**src/rtl/instr_aligner_pkg.sv**
```systemverilog
// Shared types and constants for the instruction aligner.
// Holds the aligner FSM encoding and the RVC parcel rule.
package instr_aligner_pkg;

  typedef enum logic [1:0] {
    ALN_RUN  = 2'd0,
    ALN_SKIP = 2'd1,
    ALN_HALT = 2'd2
  } aln_state_e;

  localparam logic [1:0] RVC_OPC_FULL = 2'b11;

  function automatic logic is_rvc(input logic [15:0] hw);
    return hw[1:0] != RVC_OPC_FULL;
  endfunction

endpackage

```
**src/rtl/instr_aligner_hbuf.sv**
```systemverilog
// aln_hbuf: one-halfword holding register with valid flag; with ALIGNER_PARITY_EN
// an even-parity bit is captured on load and checked whenever the halfword is valid.
module aln_hbuf (
  input  logic        clk_i,
  input  logic        rst_ni,
  input  logic        ld_i,
  input  logic        clr_i,
  input  logic [15:0] dat_i,
  output logic [15:0] dat_o,
  output logic        val_o,
  output logic        perr_o
);

  logic [15:0] data_q;
  logic        val_q;

  always_ff @(posedge clk_i or negedge rst_ni) begin
    if (!rst_ni) begin
      data_q <= 16'h0000;
      val_q  <= 1'b0;
    end else if (ld_i) begin
      data_q <= dat_i;
      val_q  <= 1'b1;
    end else if (clr_i) begin
      val_q  <= 1'b0;
    end
  end

`ifdef ALIGNER_PARITY_EN
  logic par_q;

  always_ff @(posedge clk_i or negedge rst_ni) begin
    if (!rst_ni) begin
      par_q <= 1'b0;
    end else if (ld_i) begin
      par_q <= ^dat_i;
    end
  end

  assign perr_o = val_q & ((^data_q) ^ par_q);
`else
  assign perr_o = 1'b0;
`endif

  assign dat_o = data_q;
  assign val_o = val_q;

endmodule

```
**src/rtl/instr_aligner.sv**
```systemverilog
// Extracts one RV32C/RV32I instruction per cycle from aligned 32-bit fetch words
// into a registered decode slot; optional hbuf parity under ALIGNER_PARITY_EN.
module instr_aligner
  import instr_aligner_pkg::*;
(
  input  logic        s_clk_i,
  input  logic        s_resetn_i,
  input  logic        s_flush_i,
  input  logic        s_flush_hw_i,
  input  logic        s_fetch_val_i,
  input  logic [31:0] s_fetch_data_i,
  input  logic        s_fetch_err_i,
  output logic        s_fetch_rdy_o,
  output logic        s_out_val_o,
  input  logic        s_out_rdy_i,
  output logic [31:0] s_out_instr_o,
  output logic        s_out_rvc_o,
  output logic        s_out_err_o
);

  aln_state_e  state_q, state_d;
  logic        val_q, val_d, rvc_q, rvc_d, err_q, err_d;
  logic [31:0] instr_q, instr_d;
  logic        hb_ld, hb_clr, hb_val, hb_perr, fetch_rdy, adv;
  logic [15:0] hb_dat;

  aln_hbuf u_hbuf (
    .clk_i  (s_clk_i),
    .rst_ni (s_resetn_i),
    .ld_i   (hb_ld),
    .clr_i  (hb_clr),
    .dat_i  (s_fetch_data_i[31:16]),
    .dat_o  (hb_dat),
    .val_o  (hb_val),
    .perr_o (hb_perr)
  );

  assign adv = ~val_q | s_out_rdy_i;

  always_comb begin
    state_d   = state_q;
    val_d     = val_q;
    instr_d   = instr_q;
    rvc_d     = rvc_q;
    err_d     = err_q;
    fetch_rdy = 1'b0;
    hb_ld     = 1'b0;
    hb_clr    = 1'b0;
    if (s_flush_i) begin
      val_d   = 1'b0;
      hb_clr  = 1'b1;
      state_d = s_flush_hw_i ? ALN_SKIP : ALN_RUN;
    end else if (adv) begin
      val_d = 1'b0;
      unique case (state_q)
        ALN_RUN: begin
          if (hb_val && is_rvc(hb_dat)) begin
            // Buffered RVC drains first; the pending fetch word waits.
            val_d   = 1'b1;
            instr_d = {16'h0000, hb_dat};
            rvc_d   = 1'b1;
            err_d   = hb_perr;
            hb_clr  = 1'b1;
            if (hb_perr) state_d = ALN_HALT;
          end else if (s_fetch_val_i) begin
            fetch_rdy = 1'b1;
            val_d     = 1'b1;
            if (s_fetch_err_i) begin
              instr_d = 32'h0;
              rvc_d   = 1'b0;
              err_d   = 1'b1;
              hb_clr  = 1'b1;
              state_d = ALN_HALT;
            end else if (hb_val) begin
              instr_d = {s_fetch_data_i[15:0], hb_dat};
              rvc_d   = 1'b0;
              err_d   = hb_perr;
              hb_ld   = ~hb_perr;
              hb_clr  = hb_perr;
              if (hb_perr) state_d = ALN_HALT;
            end else if (is_rvc(s_fetch_data_i[15:0])) begin
              instr_d = {16'h0000, s_fetch_data_i[15:0]};
              rvc_d   = 1'b1;
              err_d   = 1'b0;
              hb_ld   = 1'b1;
            end else begin
              instr_d = s_fetch_data_i;
              rvc_d   = 1'b0;
              err_d   = 1'b0;
            end
          end
        end
        ALN_SKIP: begin
          if (s_fetch_val_i) begin
            fetch_rdy = 1'b1;
            if (s_fetch_err_i) begin
              val_d   = 1'b1;
              instr_d = 32'h0;
              rvc_d   = 1'b0;
              err_d   = 1'b1;
              hb_clr  = 1'b1;
              state_d = ALN_HALT;
            end else begin
              hb_ld   = 1'b1;
              state_d = ALN_RUN;
            end
          end
        end
        default: ;
      endcase
    end
  end

  always_ff @(posedge s_clk_i or negedge s_resetn_i) begin
    if (!s_resetn_i) begin
      state_q <= ALN_RUN;
      val_q   <= 1'b0;
      instr_q <= 32'h0;
      rvc_q   <= 1'b0;
      err_q   <= 1'b0;
    end else begin
      state_q <= state_d;
      val_q   <= val_d;
      instr_q <= instr_d;
      rvc_q   <= rvc_d;
      err_q   <= err_d;
    end
  end

  assign s_fetch_rdy_o = fetch_rdy;
  assign s_out_val_o   = val_q;
  assign s_out_instr_o = instr_q;
  assign s_out_rvc_o   = rvc_q;
  assign s_out_err_o   = err_q;

endmodule

```
**config.mk**
```make
export PLATFORM = sky130hd
export DESIGN_NAME = instr_aligner
export DESIGN_NICKNAME = d
export VERILOG_FILES = /design/src/rtl/instr_aligner_pkg.sv /design/src/rtl/instr_aligner_hbuf.sv /design/src/rtl/instr_aligner.sv
export SDC_FILE = /design/constraint.sdc
export NUM_CORES = 1
export LEC_CHECK = 0
export BUFFER_PORTS_ARGS = -buffer_cell sky130_fd_sc_hd__buf_2
export CAP_MARGIN = 15
export CORE_ASPECT_RATIO = 0.75
export CORE_MARGIN = 5
export CORE_UTILIZATION = 40
export CTS_BUF_LIST = sky130_fd_sc_hd__clkbuf_16
export DETAILED_ROUTE_END_ITERATION = 6
export PLACE_DENSITY = 0.68
export SLEW_MARGIN = 20
export SYNTH_ARGS = -nofsm -noshare
export SYNTH_HDL_FRONTEND = slang
export SYNTH_SLANG_ARGS = --single-unit
```
**constraint.sdc**
```tcl
create_clock -name s_clk_i -period 2.9 [get_ports s_clk_i]
set_clock_uncertainty 0.2 [all_clocks]
set_input_delay 0.58 -clock s_clk_i [delete_from_list [all_inputs] [get_ports s_clk_i]]
set_output_delay 0.58 -clock s_clk_i [all_outputs]
set_load 0.01 [all_outputs]
```
==> results of run 1 <==
[registers in the layout, summed over array words and instances (netlist names)]
register / cells
s_out_instr_o: 32
u_hbuf.val_o: 1
s_out_err_o: 1
u_hbuf.dat_o: 16
s_out_val_o: 1
s_out_rvc_o: 1
state_q: 2
[cells by family after synthesis]
family                 Yosys count  synth area share (%)
and+or+nand+nor                 50                  8.45
DFF                             54                  50.7
buffers and inverters           16                  3.47
muxes                           65                  29.5
AOI/OAI and AO/OA               28                  7.84
[layer usage]
layer	up-vias	GRT usage [%]	wire, um
li1	914	-	-
met1	923	21.4	2930
met2	64	23.9	2740
met3	5	4.82	444
met4	0	3.49	43
met5	-	0	0
[area by class of cell]
cell class / count / area [sq um]
Clock buffer: 5 / 125
Clock inverter: 3 / 11.3
Fill cell: 582 / 3120
Inverter: 2 / 7.51
Multi-Input combinational cell: 143 / 1230
Sequential cell: 54 / 1350
Tap cell: 81 / 101
Timing Repair Buffer: 83 / 440
[path summary, 6_finish.rpt]
kind	from	endpoint	slack [ps]	cells past startpoint
setup / recovery	u_hbuf.dat_o[1]	s_out_instr_o[16]	580	5
hold / removal	s_out_instr_o[19]	s_out_instr_o[19]	300	1
setup reg to reg	u_hbuf.dat_o[1]	s_out_instr_o[16]	580	5
hold reg to reg	s_out_instr_o[19]	s_out_instr_o[19]	300	1
max in group asynchronous	s_resetn_i	s_out_instr_o[21]	1370	3
min in group asynchronous	s_resetn_i	s_out_instr_o[17]	510	2
[metrics by stage]
step	instance area, sq um	util [%]	setup slack (ps)	hold slack (ps)	std cells
finish	3270	51.2	583	301	371
global route	3270	51.2	507	321	371
CTS	3270	51.2	580	303	371
detailed placement	3120	48.9	445	283	362
global placement	3120	48.9	512	285	362
floorplan	2670	-	773	84.4	213
[report_power, final]
part | switching [mW] | internal (mW) | total (mW)
Clock | 0.246 | 0.311 | 0.558
Combinational | 0.239 | 0.287 | 0.526
Sequential | 0.0900 | 0.906 | 0.996
Total | 0.575 | 1.50 | 2.08
[cells in the final DEF, fill, tap and decap left out, drive strengths merged, types with 2 or more instances in the layout]
master / instances
buf: 82
nor2: 34
a21oi: 5
clkinv: 3
nand2: 3
nand2b: 2
a22oi: 15
nor2b: 2
a211oi: 2
dfrtp: 54
mux2: 49
nor3b: 3
clkbuf: 5
mux2i: 16
inv: 2
==> out/results.tsv, run 1 <==
metric	value	unit
fin nets	328	
top cell type's share of synthesized area	50.7	%
Synth Warn #	0	
WL final	6160	um
Mapped Area	0.00267	sq mm
routed via count	1906	
Die H	80.7	um
CTS tree	yes	
Max Freq	432	MHz
average size of a mapped cell	12.5	sq um
peak supply drop	294	uV
syn nets	252	
crit start category	flop	
DIE AREA	0.00841	sq mm
post-synthesis sequential area ratio	50.7	%
port buffer count	74	
clk buf depth	2	
Synth top cells by count	dfrtp_1, nor2_1, mux2_2, mux2_4, mux2i_1	
area leader, netlist	dfrtp_1	
HPWL after DPL	4470	um
Initial Util	41.8	%
Post-CTS Setup Bufs	0	
Tmin final	2320	ps
synthesized instance count	213	
Top-Level Pins	75	
Total Routing Usage GR	15.5	%
Die Wd	104	um
largest net degree at the start of global routing	36	
Area Overhead vs Synth	22.5	%
status	finished, final reports clean	
Wirelength per Cell	16.6	um
Clock Latency Late Sink	280	ps
Post-synth ARST share	100	%
final estimated routing congestion in global placement	0.834	
clk slew on worst S/H paths	60	ps
critical path arrival	2280	ps
Residual DRC	0	
crit end category	flop	
DR iter-0 viols	62	
Via density	5.14	
#FFs+latches synth	54	
Setup TNS	0	ps
headroom to the max-slew limit	53.7	%
pwr/cell area	637	mW/mm^2
layout cells sized above 1	47.9	%
CP peak stage delay	560	ps
RSZ-0062 raised after global routing	false	
largest fanout on the critical path	25	
# diodes	0	
Hold Crit Class	flop to flop	
synth unique cells	29	
Final setup viols	0	
ratio of final minimum period to clock period	79.9	%
final slew viol count	0	
vias in the first global route	2064	
Root Driver	clkbuf_16	
initial antenna violation count	0	
first-pass GRT wire length	10400	um
Pwr Total	2.08	mW
max_cap viols	0	
Leakage	1.67	nW
Post-DRT Antenna Nets	0	
DRT Pass-1 Iters	4	
Worst EP required	2860	ps
cts repair resizes	0	
CP max stage cell	or4_2	
Setup Crit Path Kind	flop to flop	
total congestion overflow	0	
worst path cell trace	a21boi_4 -> a22oi_1 -> or4_2 -> buf_4 -> mux2_1	
slew of the pin with the lowest slew margin	695	ps
final hold violation count	0	
Clock Sinks	54	
Core Box Area	0.00638	sq mm
H-tree levels	2	
most frequent cell after synthesis	dfrtp_1	
Main synth FF type	dfrtp_1	
Buf+Inv Stages, Crit Path	1	
row cnt	25	
number of synthesized flops with an enable pin	0	
Synth area leaders	dfrtp_1, mux2_2, mux2_4	
CTS Buf Count	5	
crit-path leading delay family	simple AND/OR/NAND/NOR gates	
CTS Hold Bufs	1	
Power figures use the tool's default switching activity.
==> inputs of run 2 (changes only) <==
--- a/config.mk
+++ b/config.mk
@@ -12,7 +12,7 @@
 export CORE_UTILIZATION = 40
 export CTS_BUF_LIST = sky130_fd_sc_hd__clkbuf_16
 export DETAILED_ROUTE_END_ITERATION = 6
-export PLACE_DENSITY = 0.68
+export PLACE_DENSITY = 0.7
 export SLEW_MARGIN = 20
 export SYNTH_ARGS = -nofsm -noshare
 export SYNTH_HDL_FRONTEND = slang
==> constraint.sdc (replaced) <==
create_clock -name s_clk_i -period 1.9 [get_ports s_clk_i]
set_clock_uncertainty 0.2 [all_clocks]
set_input_delay 0.38 -clock s_clk_i [delete_from_list [all_inputs] [get_ports s_clk_i]]
set_output_delay 0.38 -clock s_clk_i [all_outputs]
set_load 0.01 [all_outputs]
==> out/results.tsv, run 2 (synthesized netlist as in run 1, its figures left out) <==
metric	value	unit
status	finished with violations	
failing checks	negative setup slack	
Leakage	1.81	nW
fin nets	342	
Root Driver	clkbuf_16	
Worst EP required	1320	ps
peak supply drop	383	uV
Top-Level Pins	75	
Worst Setup SP	s_out_val_o	
Final WS setup	-89.5	ps
initial antenna violation count	0	
Largest register FFs	32	
dpl ws	-273	ps
Max Freq	503	MHz
RSZ-0062 raised after global routing	true	
Final setup viols	34	
final estimated routing congestion in global placement	0.817	
ratio of final minimum period to clock period	105	%
CP peak stage delay	380	ps
# diodes	0	
routed via count	1965	
r2r startpoint	u_hbuf.dat_o[1]	
H-tree levels	2	
Layout Cells excl Fill	385	
Worst Hold Depth	3	
total congestion overflow	0	
WL final	6560	um
DRT Pass-1 Iters	4	
Initial Util	41.8	%
Total Routing Usage GR	16.4	%
HPWL after DPL	4610	um
Setup Crit Path Kind	flop to output pin	
Post-DRT Antenna Nets	0	
r2r setup slk	-90	ps
CTS Buf Count	5	
crit start category	flop	
Clock Sinks	54	
most frequent cells in the layout	buf_2, dfrtp_1, nor2_1, mux2_2, mux2_4	
vias in the first global route	2076	
clk buf depth	2	
headroom to the max-slew limit	74.3	%
commonest non-fill, non-tap cell in the layout	buf_2	
FF-to-FF path depth	5	
Wirelength per Cell	17.0	um
Residual DRC	0	
Tmin final	1990	ps
DIE AREA	0.00841	sq mm
first-pass GRT wire length	10800	um
final hold violation count	0	
Hold Crit Class	primary input to flop	
largest net degree at the start of global routing	27	
final slew viol count	0	
layout cells sized above 1	53.0	%
Layout fillers	554	
port buffer count	74	
clk slew on worst S/H paths	70	ps
Setup TNS	-2330	ps
Area Overhead vs Synth	33.0	%
placed insts	372	
max_cap viols	0	
row cnt	25	
crit end category	output pin	
CP max stage cell	dfrtp_1	
worst path cell trace	nor2b_4 -> buf_6 -> nor3b_2 -> buf_4 -> and2_4 -> buf_6	
reg2reg end	s_out_instr_o[9]	
slew of the pin with the lowest slew margin	385	ps
CTS tree	yes	
Die Wd	104	um
Core Box Area	0.00638	sq mm
Worst Setup EP	s_fetch_rdy_o	
critical path's most frequent cell	buf_6	
Via density	5.10	
pwr/cell area	1010	mW/mm^2
DR iter-0 viols	60	
Pwr Total	3.59	mW
critical path arrival	1410	ps
fin util	55.5	%
Die H	80.7	um
largest fanout on the critical path	2	
Clock Latency Late Sink	290	ps
==> run 2: per-layer routing <==
| layer | track usage [%] | wire (um) |
|---|---|---|
| met3 | 6.75 | 475 |
| met4 | 4.14 | 78 |
| met1 | 21.9 | 3130 |
| met5 | 0 | 0 |
| met2 | 24.6 | 2880 |
==> run 2: area by class of cell <==
class                           count  area [sq um]  area share, %
Clock buffer                        5           125           3.53
Clock inverter                      3          63.8           1.80
Inverter                            2          7.51          0.212
Multi-Input combinational cell    143          1260           35.7
Sequential cell                    54          1350           38.1
Tap cell                           81           101           2.86
Timing Repair Buffer               97           629           17.8
==> run 2: stage by stage <==
step                      hold slack, ps  instance area [sq um]
after floorplan                     -116                   2680
after global placement               113                   3240
after detailed placement             120                   3240
after CTS                            102                   3530
after global routing                 127                   3540
final                                104                   3540
==> run 2: report_power, final <==
| part | total, mW | internal (mW) | leakage (nW) | switching [mW] |
|---|---|---|---|---|
| logic | 0.910 | 0.512 | 1.01 | 0.398 |
| registers | 1.51 | 1.38 | 0.700 | 0.131 |
| clock network | 1.17 | 0.751 | 0.0915 | 0.417 |
==> run 2: what timing repair did <==
| action | in CTS | in global routing |
|---|---|---|
| endpoints found under the setup margin | 35 | 50 |
| cloned | 1 | 0 |
| hold endpoints to repair | 14 | 0 |
| hold buffers | 1 | 0 |
| pin swaps | 1 | 1 |
| setup buffers | 3 | 0 |
| gates resized for setup | 10 | 3 |
==> run 2: how the worst min path moves through the flow <==
stage,from,end
after floorplan,s_resetn_i,s_out_err_o
after global placement,s_resetn_i,s_out_instr_o[11]
after detailed placement,s_resetn_i,s_out_instr_o[13]
after CTS,s_flush_hw_i,state_q[0]
after global routing,s_flush_hw_i,state_q[0]
final,s_flush_hw_i,state_q[0]
==> run 2: worst max-delay path: cells and delay by family (launching register included) <==
kind / cells / cell delay [ps]
buffers and inverters: 3 / 330
flip-flops: 1 / 380
AND/OR/NAND/NOR: 3 / 400
==> inputs of run 3 (changes only) <==
--- a/config.mk
+++ b/config.mk
@@ -9,10 +9,10 @@
 export CAP_MARGIN = 15
 export CORE_ASPECT_RATIO = 0.75
 export CORE_MARGIN = 5
-export CORE_UTILIZATION = 40
+export CORE_UTILIZATION = 35
 export CTS_BUF_LIST = sky130_fd_sc_hd__clkbuf_16
 export DETAILED_ROUTE_END_ITERATION = 6
-export PLACE_DENSITY = 0.7
+export PLACE_DENSITY = 0.61
 export SLEW_MARGIN = 20
 export SYNTH_ARGS = -nofsm -noshare
 export SYNTH_HDL_FRONTEND = slang
==> out/results.tsv, run 3 (synthesized netlist as in run 1, its figures left out) <==
metric	value	unit
Max Freq	498	MHz
layout cells sized above 1	54.0	%
area occupied by multi-input gates	0.00126	sq mm
first-pass GRT wire length	10700	um
Final WS setup	-109	ps
commonest non-fill, non-tap cell in the layout	buf_2	
CP max stage cell	or4_4	
Core Box Area	0.00736	sq mm
Area Overhead vs Synth	33.8	%
CTS tree	yes	
routed via count	2000	
slew of the pin with the lowest slew margin	466	ps
Finished Cell Area	0.00357	sq mm
fin nets	349	
crit start category	flop	
clk slew on worst S/H paths	70	ps
status	finished with violations	
Post-DRT Antenna Nets	0	
WP depth	5	
Root Driver	clkbuf_16	
Pwr Total	3.33	mW
DRT Pass-1 Iters	4	
total congestion overflow	0	
dpl ws	-236	ps
RSZ-0062 raised after global routing	true	
HP Start	s_flush_hw_i	
r2r setup slk	-110	ps
worst path cell trace	a21boi_4 -> a22oi_2 -> or4_4 -> clkbuf_16 -> mux2_4	
r2r startpoint	u_hbuf.dat_o[1]	
Die H	85.6	um
largest net degree at the start of global routing	55	
final slew viol count	0	
DIE AREA	0.00948	sq mm
Hold Crit Class	primary input to flop	
Clock Latency Late Sink	290	ps
vias in the first global route	2059	
placed inst area	0.00329	sq mm
final estimated routing congestion in global placement	0.744	
Layout fillers	711	
row cnt	27	
DR iter-0 viols	80	
most frequent cells in the layout	buf_2, dfrtp_1, nor2_1, mux2_2, buf_4	
Clock Sinks	54	
pwr/cell area	934	mW/mm^2
crit end category	flop	
Leakage	1.82	nW
CTS Buf Count	5	
Final setup viols	51	
CP peak stage delay	500	ps
WL final	6810	um
Wirelength per Cell	16.5	um
crit-path leading delay family	simple AND/OR/NAND/NOR gates	
Top-Level Pins	75	
Largest register FFs	32	
Total Routing Usage GR	14.1	%
FF-to-FF path depth	5	
H-tree levels	2	
Via density	4.85	
headroom to the max-slew limit	68.9	%
reg2reg end	s_out_instr_o[10]	
ratio of final minimum period to clock period	106	%
Die Wd	111	um
Buf+Inv Stages, Crit Path	1	
Sequential cell area	0.00135	sq mm
final hold violation count	0	
Tmin final	2010	ps
Hold Slack	131	ps
Initial Util	36.2	%
port buffer count	74	
Worst Setup SP	u_hbuf.dat_o[1]	
critical path arrival	1980	ps
Worst EP required	1870	ps
failing checks	negative setup slack	
Residual DRC	0	
clk buf depth	2	
initial antenna violation count	0	
peak supply drop	387	uV
# diodes	0	
max_cap viols	0	
Setup Crit Path Kind	flop to flop	
largest fanout on the critical path	8	
HPWL after DPL	4600	um
Worst Setup EP	s_out_instr_o[10]	
-- run 3: worst register-to-register path: stages, from the launching register on --
cell and delay, ps:
dfrtp_1 420, a21boi_4 170, a22oi_2 100, or4_4 500, clkbuf_16 220, mux2_4 290
-- run 3: metrics by stage --
step                      std cells  setup TNS, ps  util [%]
after floorplan                 213          -5000         -
after global placement          396          -6410      44.6
after detailed placement        396          -7160      44.6
after CTS                       408          -2720      47.7
after global routing            412          -6260      48.4
final                           412          -3390      48.4
-- run 3: worst min path at each step --
stage | end | slack, ps | cells after the start
3_5_place_dp | s_out_instr_o[27] | 210 | 2
3_3_place_gp | s_out_instr_o[9] | 200 | 2
2_1_floorplan | s_out_err_o | -120 | 0
4_1_cts | state_q[0] | 90 | 3
5_1_grt | u_hbuf.dat_o[2] | 140 | 2
6_report | state_q[0] | 130 | 3
-- run 3: repair_timing --
action                                  CTS  global route
endpoints found under the hold margin    54             0
endpoints found under the setup margin   35            51
gates cloned                              1             1
pin swaps                                 1             1
setup buffers                             2             3
gates resized for setup                   9             2
hold buffers                              1             0
-- run 3: area by class of cell --
| cell class | count | share of cell area [%] |
|---|---|---|
| inverter | 2 | 0.210 |
| clock buffer | 5 | 3.51 |
| multi-input combinational | 143 | 35.3 |
| timing repair buffer | 104 | 19.2 |
| tap | 101 | 3.54 |
| clock inverter | 3 | 0.456 |
| sequential | 54 | 37.9 |
-- run 3: power breakdown --
| part | leakage [nW] | internal (mW) | switching [mW] |
|---|---|---|---|
| Combinational | 1.05 | 0.520 | 0.396 |
| Sequential | 0.700 | 1.38 | 0.134 |
| Clock | 0.0672 | 0.483 | 0.418 |
| Total | 1.82 | 2.39 | 0.948 |
-- run 3: per-layer routing --
layer	global-route usage [%]	vias to the layer above	routed length [um]
li1	-	956	-
met4	3.13	0	53
met2	21.8	51	3100
met5	0	-	0
met3	4.72	5	423
met1	19.2	988	3230
